`src/rtl/line_draw_engine.sv`:
```
// Bresenham line rasteriser: memory-mapped endpoint/colour registers, GO command,
// one pixel per accepted o_Plot/i_Ready handshake, Busy/Done status back to the processor.
module line_draw_engine #(
  parameter int unsigned X_WIDTH     = 9,
  parameter int unsigned Y_WIDTH     = 8,
  parameter int unsigned COLOR_WIDTH = 3
) (
  input  logic                   i_Clock,
  input  logic                   i_Resetn,
  input  logic                   i_Wr,
  input  logic [2:0]             i_Addr,
  input  logic [15:0]            i_WrData,
  input  logic                   i_Ready,
  output logic [X_WIDTH-1:0]     o_X,
  output logic [Y_WIDTH-1:0]     o_Y,
  output logic [COLOR_WIDTH-1:0] o_Color,
  output logic                   o_Plot,
  output logic                   o_Busy,
  output logic                   o_Done
);

  // Internal coordinate width must hold either axis once x/y are swapped for steep lines.
  localparam int unsigned CW = (X_WIDTH > Y_WIDTH) ? X_WIDTH : Y_WIDTH;
  localparam int unsigned EW = CW + 2;

  typedef enum logic [2:0] {StIdle, StSetup, StInit, StDraw, StDone} state_e;

  state_e                 r_state;

  logic [X_WIDTH-1:0]     r_x0, r_x1;
  logic [Y_WIDTH-1:0]     r_y0, r_y1;
  logic [COLOR_WIDTH-1:0] r_color;

  logic [X_WIDTH-1:0]     r_sx0, r_sx1;
  logic [Y_WIDTH-1:0]     r_sy0, r_sy1;
  logic [COLOR_WIDTH-1:0] r_scolor;

  logic                   r_steep;
  logic [CW-1:0]          r_ax, r_ay, r_bx, r_by;
  logic [CW-1:0]          r_cur_x, r_cur_y;
  logic signed [EW-1:0]   r_dx, r_dy, r_err;
  logic                   r_ystep_neg;

  logic                   w_go;
  logic [CW-1:0]          w_x0, w_y0, w_x1, w_y1;
  logic [CW-1:0]          w_adx, w_ady;
  logic                   w_steep;
  logic [CW-1:0]          w_px0, w_py0, w_px1, w_py1;
  logic                   w_swap;
  logic [CW-1:0]          w_dx, w_dy;
  logic signed [EW-1:0]   w_err_add, w_nerr;
  logic                   w_step;
  logic [CW-1:0]          w_nx, w_ny;
  logic                   w_unused_wdata;

  assign w_unused_wdata = ^i_WrData;
  assign w_go = i_Wr && (i_Addr == 3'd5) && (r_state == StIdle);

  // Register file: always writable, even mid-line; the line runs from snapshots.
  always_ff @(posedge i_Clock or negedge i_Resetn) begin
    if (!i_Resetn) begin
      r_x0    <= '0;
      r_y0    <= '0;
      r_x1    <= '0;
      r_y1    <= '0;
      r_color <= '0;
    end else if (i_Wr) begin
      case (i_Addr)
        3'd0:    r_x0    <= i_WrData[X_WIDTH-1:0];
        3'd1:    r_y0    <= i_WrData[Y_WIDTH-1:0];
        3'd2:    r_x1    <= i_WrData[X_WIDTH-1:0];
        3'd3:    r_y1    <= i_WrData[Y_WIDTH-1:0];
        3'd4:    r_color <= i_WrData[COLOR_WIDTH-1:0];
        default: ;
      endcase
    end
  end

  // Setup: steepness test, axis swap, then order endpoints by ascending x.
  always_comb begin
    w_x0    = CW'(r_sx0);
    w_y0    = CW'(r_sy0);
    w_x1    = CW'(r_sx1);
    w_y1    = CW'(r_sy1);
    w_adx   = (w_x1 >= w_x0) ? (w_x1 - w_x0) : (w_x0 - w_x1);
    w_ady   = (w_y1 >= w_y0) ? (w_y1 - w_y0) : (w_y0 - w_y1);
    w_steep = w_ady > w_adx;
    w_px0   = w_steep ? w_y0 : w_x0;
    w_py0   = w_steep ? w_x0 : w_y0;
    w_px1   = w_steep ? w_y1 : w_x1;
    w_py1   = w_steep ? w_x1 : w_y1;
    w_swap  = w_px0 > w_px1;
  end

  always_comb begin
    w_dx      = r_bx - r_ax;
    w_dy      = (r_by >= r_ay) ? (r_by - r_ay) : (r_ay - r_by);
    w_err_add = r_err + r_dy;
    w_step    = (w_err_add >= 0);
    w_nerr    = w_step ? (w_err_add - r_dx) : w_err_add;
    w_nx      = r_cur_x + CW'(1);
    w_ny      = r_cur_y;
    if (w_step) begin
      w_ny = r_ystep_neg ? (r_cur_y - CW'(1)) : (r_cur_y + CW'(1));
    end
  end

  always_ff @(posedge i_Clock or negedge i_Resetn) begin
    if (!i_Resetn) begin
      r_state     <= StIdle;
      r_sx0       <= '0;
      r_sy0       <= '0;
      r_sx1       <= '0;
      r_sy1       <= '0;
      r_scolor    <= '0;
      r_steep     <= 1'b0;
      r_ax        <= '0;
      r_ay        <= '0;
      r_bx        <= '0;
      r_by        <= '0;
      r_cur_x     <= '0;
      r_cur_y     <= '0;
      r_dx        <= '0;
      r_dy        <= '0;
      r_err       <= '0;
      r_ystep_neg <= 1'b0;
      o_X         <= '0;
      o_Y         <= '0;
      o_Color     <= '0;
      o_Plot      <= 1'b0;
      o_Busy      <= 1'b0;
      o_Done      <= 1'b0;
    end else begin
      case (r_state)
        StIdle: begin
          if (w_go) begin
            r_sx0    <= r_x0;
            r_sy0    <= r_y0;
            r_sx1    <= r_x1;
            r_sy1    <= r_y1;
            r_scolor <= r_color;
            o_Busy   <= 1'b1;
            r_state  <= StSetup;
          end
        end
        StSetup: begin
          r_steep <= w_steep;
          r_ax    <= w_swap ? w_px1 : w_px0;
          r_ay    <= w_swap ? w_py1 : w_py0;
          r_bx    <= w_swap ? w_px0 : w_px1;
          r_by    <= w_swap ? w_py0 : w_py1;
          r_state <= StInit;
        end
        StInit: begin
          r_dx        <= $signed(EW'(w_dx));
          r_dy        <= $signed(EW'(w_dy));
          r_err       <= -$signed(EW'(w_dx >> 1));
          r_ystep_neg <= r_ay > r_by;
          r_cur_x     <= r_ax;
          r_cur_y     <= r_ay;
          // Present the first pixel as DRAW is entered.
          o_X         <= r_steep ? X_WIDTH'(r_ay) : X_WIDTH'(r_ax);
          o_Y         <= r_steep ? Y_WIDTH'(r_ax) : Y_WIDTH'(r_ay);
          o_Color     <= r_scolor;
          o_Plot      <= 1'b1;
          r_state     <= StDraw;
        end
        StDraw: begin
          if (i_Ready) begin
            if (r_cur_x == r_bx) begin
              o_Plot  <= 1'b0;
              o_Done  <= 1'b1;
              r_state <= StDone;
            end else begin
              r_cur_x <= w_nx;
              r_cur_y <= w_ny;
              r_err   <= w_nerr;
              o_X     <= r_steep ? X_WIDTH'(w_ny) : X_WIDTH'(w_nx);
              o_Y     <= r_steep ? Y_WIDTH'(w_nx) : Y_WIDTH'(w_ny);
            end
          end
        end
        StDone: begin
          o_Done  <= 1'b0;
          o_Busy  <= 1'b0;
          r_state <= StIdle;
        end
        default: begin
          o_Plot  <= 1'b0;
          o_Done  <= 1'b0;
          o_Busy  <= 1'b0;
          r_state <= StIdle;
        end
      endcase
    end
  end

endmodule
```
`config.mk`:
```
export PLATFORM = sky130hd
export DESIGN_NAME = line_draw_engine
export DESIGN_NICKNAME = d
export VERILOG_FILES = /design/src/rtl/line_draw_engine.sv
export SDC_FILE = /design/constraint.sdc
export NUM_CORES = 1
export LEC_CHECK = 0
export CORE_ASPECT_RATIO = 0.7
export CORE_UTILIZATION = 30
export DETAILED_ROUTE_END_ITERATION = 12
export GPL_TIMING_DRIVEN = 0
export PLACE_DENSITY = 0.46
export REMOVE_ABC_BUFFERS = 1
export SYNTH_ARGS = -nofsm -noshare
export SYNTH_HDL_FRONTEND = slang
export SYNTH_SLANG_ARGS = --single-unit
```
`constraint.sdc`:
```
create_clock -name i_Clock -period 19.9 [get_ports i_Clock]
set_clock_uncertainty 0.2 [all_clocks]
set_input_delay 1.99 -clock i_Clock [delete_from_list [all_inputs] [get_ports i_Clock]]
set_output_delay 1.99 -clock i_Clock [all_outputs]
set_load 0.01 [all_outputs]
```
==> impl_metrics.toml, run 1 <==
[synth]
async_flop_share_pct = 100
synth_edf_count = 0
synth.distinct_cells = 82
syn_area_mm2 = 0.0130
yosysWarnings = 0
synthesis.instances = 1371
synth-seq-area-share_pct = 35.7
ys_ff_latch = 185
synth_area_per_cell_um2 = 9.45
synth-main-ff-cell = "dfrtp_1"

[timing]
setup_viol = 0
rsz0062_at_grt = "no"
tightest_slew_ns = 1.29
fmax_mhz = 131
fin_crit_sh_pct = 38.3
relSlewSlack_pct = 13.8
fin_crit_ns = 7.61
hold_viol_final = 0
setup_tns_ns = 0
finalMaxSlewViolations = 0

[floorplanning]
start_util_pct = 30.5
core_area_mm2 = 0.0425
io_pins = 46
fp.dieW_um = 250
die_h_um = 176
num_rows = 63
dieArea_mm2 = 0.0440

[drt]
drtIter0Drc = 648
drc = 0
post_drt_via_cell_ratio = 5.08
wl_um = 34500
dr.pass1.iters = 5
final_antenna_net_count = 0
vias = 9859
routedWlPerCell_um = 17.8

[clocking]
postCtsSetupBuffers = 0
tritoncts = "done"
clk_pin_slew_ns = 0.07
clock_sinks = 185
cts-root-buf = "clkbuf_16"
clock_path_buffers = 2
cts-htree-levels = 4
hold_buffers = 0
postCtsResizedCells = 0
worstSkewPairLatency_ns = 0.47
cts_buffers = 17

[place]
gp_congestion = 0.844
port_buffers = 38
dp_hpwl_um = 26000

[critical_path]
crit_family = "compound AO/OA/AOI/OAI gates"
cp_num_buf_inv = 3
startpoint_type = "flop"
crit_top_cell = "o21ai_1"
rrSetupSlack_ns = 12.29
cp_slowest_cell = "o31a_2"
timing.critical_path.to = "r_ay[0]"
reg2regPathDepth = 28
cp_num_cells = 28
path_class = "reg2reg"
cpPeakStageDelay_ns = 0.78
critPathLaunch = "r_sx0[2]"
rr_startpoint = "r_sx0[2]"
r2r-end = "r_ay[0]"
worst-endpoint-required_ns = 20.07
endpoint_kind = "flop"
cp_max_fo = 34
crit_arrival_ns = 7.78

[global_route]
grt_max_degree = 110
grt_pass1_vias = 9275
antenna_found_initial = 0
track_usage_pct = 16.2
grt_first_pass_wirelength_um = 54600
grt-ovfl-total = 0

[worst_hold_path]
hold_depth = 2
worstHoldPathType = "reg2reg"

[final_layout]
layout_common_cells = "184 x dfrtp_1, 124 x nand2_1, 111 x inv_1, 104 x ha_1, 79 x a21oi_1"
area_growth_pct = 12.2
mostFrequentLayoutCell = "dfrtp_1"
final_layout_size_suffix_gt1_share_pct = 9.08
nets = 1512
num_antenna_cells = 0

[run]
maxCapViolCount = 0

[run_status]
run_status = "completed"
sequential cells by signal, indices dropped and copies added, names as in the netlist, 3 cells and up:
signal    count
o_Color       3
o_X           9
o_Y           8
r_ax          9
r_ay          9
r_bx          9
r_by          9
r_color       3
r_cur_x       9
r_cur_y       9
r_dx          9
r_dy          9
r_err        11
r_scolor      3
r_state       3
r_sx0         9
r_sx1         9
r_sy0         8
r_sy1         8
r_x0          9
r_x1          9
r_y0          8
r_y1          8
cells in the mapped netlist, types with 25 or more instances:
master	instances	area (um2)
dfrtp_1	185	4630
o21ai_1	70	350
nand2_1	125	469
mux2i_1	60	601
xor2_1	25	219
a21oi_1	79	395
mux2_2	55	619
nor3_1	37	185
nor2_1	70	263
ha_1	104	1300
inv_1	111	417
clkbuf_1	40	150
xnor2_1	37	324
mux2_1	61	687
o21ai_0	37	185
how the worst min path moves through the flow:
stage | from | slack [ns] | end
6_report | r_scolor[0] | 0.27 | o_Color[0]
5_1_grt | r_y1[7] | 0.30 | r_sy1[7]
4_1_cts | r_y1[3] | 0.28 | r_sy1[3]
3_5_place_dp | r_y1[3] | 0.27 | r_sy1[3]
3_3_place_gp | r_scolor[2] | 0.25 | o_Color[2]
2_1_floorplan | r_scolor[0] | 0.23 | o_Color[0]
per-layer routing:
layer / wire length (um) / up-vias / GRT usage, % / part of all wire [%]
li1: - / 4881 / - / -
met2: 13400 / 175 / 21.6 / 39
met4: 191 / 0 / 3.20 / 0.55
met1: 19600 / 4787 / 26.6 / 57
met3: 1390 / 16 / 2.56 / 4.0
met5: 0 / - / 0 / 0
per-stage QoR:
stage | instances | util, % | setup WS [ns] | hold WS [ns] | area (um2)
floorplan | 1310 | - | 12.48 | 0.235 | 12700
global placement | 1900 | 32.4 | 8.31 | 0.254 | 13800
detailed placement | 1908 | 32.8 | 12.36 | 0.267 | 14000
CTS | 1940 | 34.2 | 12.31 | 0.281 | 14500
global route | 1940 | 34.2 | 11.68 | 0.303 | 14500
finish | 1940 | 34.2 | 12.29 | 0.268 | 14500
worst min-delay path: stages (launching register included):
cell and delay [ns]:
dfrtp_1 0.35, nand2_1 0.05, nand2_1 0.05
logic make-up (layout without fill, tap and decap cells):
logic type / after synthesis / after routing / share of synthesized area [%]
AO/OA/AOI/OAI: 333 / 333 / 16.8
XOR/XNOR: 63 / 63 / 4.32
AND/OR/NAND/NOR: 326 / 326 / 11.6
flip-flops: 185 / 185 / 35.7
adder cells (fa/ha/maj): 114 / 114 / 11.6
multiplexers: 176 / 176 / 14.7
buffers and inverters: 174 / 191 / 5.27
area by class of cell:
cell class	count	area, um2
flip-flops and latches	185	4630
multi-input cells	1012	7680
clock inverters	13	136
clock buffers	19	433
well taps	552	691
fillers	4334	28000
repair buffers	46	538
inverters	113	424
Power of run 1 is left out: the tool's default activity adds up to more than one toggle a clock period on the data nets, which glitch-free logic cannot reach.
==> run 2: changes to the inputs <==
PLACE_DENSITY = 0.48   (was 0.46)
clock period = 6.2 ns   (was 19.9 ns; I/O delays follow)
==> run 2 against run 1 <==
  * The run now ends with hold timing left
  * Cell count rose by 2.7%
  * Via count up 5.0%
  * Wire length is 12% higher
  * Hold slack lost 0.29 ns
  * Die area unchanged
  * Clock-buffer cell count decreased by 1
  * Non-clock buffer count grew 49
  * Utilization increased by 2.7 points
  * Sequential cell count did not move
  * Critical path depth unchanged
  * Register-to-register slack lost 12 ns
==> impl_metrics.toml, run 2 (synthesized netlist as in run 1, its figures left out) <==
[run_status]
run_status = "finished with violations"
violations = "hold timing"

[final_layout]
num_antenna_cells = 0
ff_latch_area_mm2 = 0.00466
multiInputGateArea_mm2 = 0.00833
final_util_pct = 36.9
area_growth_pct = 20.9
mostFrequentLayoutCell = "dfrtp_1"
fillers = 4254
largest_reg_flops = 11
nets = 1565
final_layout_size_suffix_gt1_share_pct = 19.3
largest-register = "r_err"
layout_common_cells = "159 x dfrtp_1, 120 x nand2_1, 107 x inv_1, 87 x ha_1, 73 x a21oi_1"

[floorplanning]
start_util_pct = 30.5
fp.dieW_um = 250
core_area_mm2 = 0.0425
die_h_um = 176
dieArea_mm2 = 0.0440
num_rows = 63
io_pins = 46

[global_route]
grt_first_pass_wirelength_um = 59400
track_usage_pct = 17.8
grt_pass1_vias = 9715
grt_busiest_layer = "met1"
met1_usage_pct = 29.2
grt_use_met3_pct = 2.90
gr-usage-met2_pct = 23.7
grt_max_degree = 95
antenna_found_initial = 0
grt-ovfl-total = 0

[clocking]
cts_buffers = 17
clock_sinks = 185
cts-root-buf = "clkbuf_16"
clk_pin_slew_ns = 0.08
clock_path_buffers = 2
cts-htree-levels = 4
worstSkewPairLatency_ns = 0.45
tritoncts = "done"
hold_buffers = 0

[drt]
drc = 0
dr.pass1.iters = 5
vias = 10349
routedWlPerCell_um = 19.4
post_drt_via_cell_ratio = 5.19
wl_um = 38700
final_antenna_net_count = 0
drtIter0Drc = 831

[critical_path]
cpPeakStageDelay_ns = 0.48
worst-endpoint-required_ns = 6.38
reg2regPathDepth = 28
crit_top_cell = "o21ai_2"
startpoint_type = "flop"
cp_max_fo = 8
cp_slowest_cell = "dfrtp_2"
path_class = "reg2reg"
crit_arrival_ns = 6.18
endpoint_kind = "flop"

[timing]
fin_crit_sh_pct = 96.8
holdWs_ns = -0.0226
finalMaxSlewViolations = 0
fmax_mhz = 167
setup_viol = 0
tightest_slew_ns = 1.36
fin_crit_ns = 6.00
relSlewSlack_pct = 9.14
hold_viol_final = 22

[place]
dp_hpwl_um = 26500
port_buffers = 38
gp_congestion = 0.865

[worst_hold_path]
worstHoldPathType = "in2async"

[run]
maxCapViolCount = 0
[run 2: changes by cell type in the layout (fill, tap and decap cells not counted), moves of 12 or more]
cell,delta
buf_4,+42
dfrtp_1,-25
dfrtp_2,+25
ha_1,-17
ha_4,+12
mux2i_1,-14
[run 2: layout make-up]
class | count | share of cell area, %
multi-input combinational | 1016 | 53.2
sequential | 185 | 29.8
timing repair buffer | 95 | 6.16
tap | 552 | 4.41
clock buffer | 18 | 2.80
inverter | 113 | 2.72
clock inverter | 14 | 0.974
[run 2: repair_timing]
item / in CTS / in global routing
pin swaps: 8 / 36
hold endpoints to repair: 0 / 0
cloned: 5 / 0
gates resized for setup: 69 / 78
setup buffers: 27 / 23
endpoints found under the setup margin: 36 / 36
[run 2: final timing paths]
kind                                  start          to  slack (ns)
worst min register to register  r_scolor[0]  o_Color[0]        0.27
max in group asynchronous          i_Resetn    r_sy1[3]        4.85
min in group i_Clock            r_scolor[0]  o_Color[0]        0.27
worst max register to register     r_sy1[2]     r_ax[6]        0.20
worst min-delay path               i_Resetn  r_cur_y[7]       -0.02
worst max-delay path               r_sy1[2]     r_ax[6]        0.20
[run 2: stage by stage]
stage / setup TNS (ns) / instances / cell area, um2 / worst slack, ns
2_1_floorplan: -40.81 / 1310 / 12700 / -1.22
3_3_place_gp: -831.39 / 1900 / 13800 / -4.01
3_5_place_dp: -41.62 / 1907 / 13900 / -1.22
4_1_cts: 0 / 1971 / 15100 / 0.00250
5_1_grt: -1.08 / 1993 / 15700 / -0.0621
6_report: 0 / 1993 / 15700 / 0.198
[run 2: metal layers]
metal / part of all wire, % / up-vias
li1: - / 4992
met1: 55 / 5090
met2: 39 / 248
met3: 5.5 / 19
met4: 0.76 / 0
met5: 0 / -
[run 2: critical path: cells and delay by family, from the launching register on]
kind | cells | cell delay (ns)
simple gates | 2 | 0.43
mux | 2 | 0.52
buf+inv | 5 | 0.65
xor+xnor | 1 | 0.18
compound gates | 15 | 2.59
flops | 1 | 0.48
fa+ha+maj | 3 | 0.85
Power of run 2 is left out for the same reason.
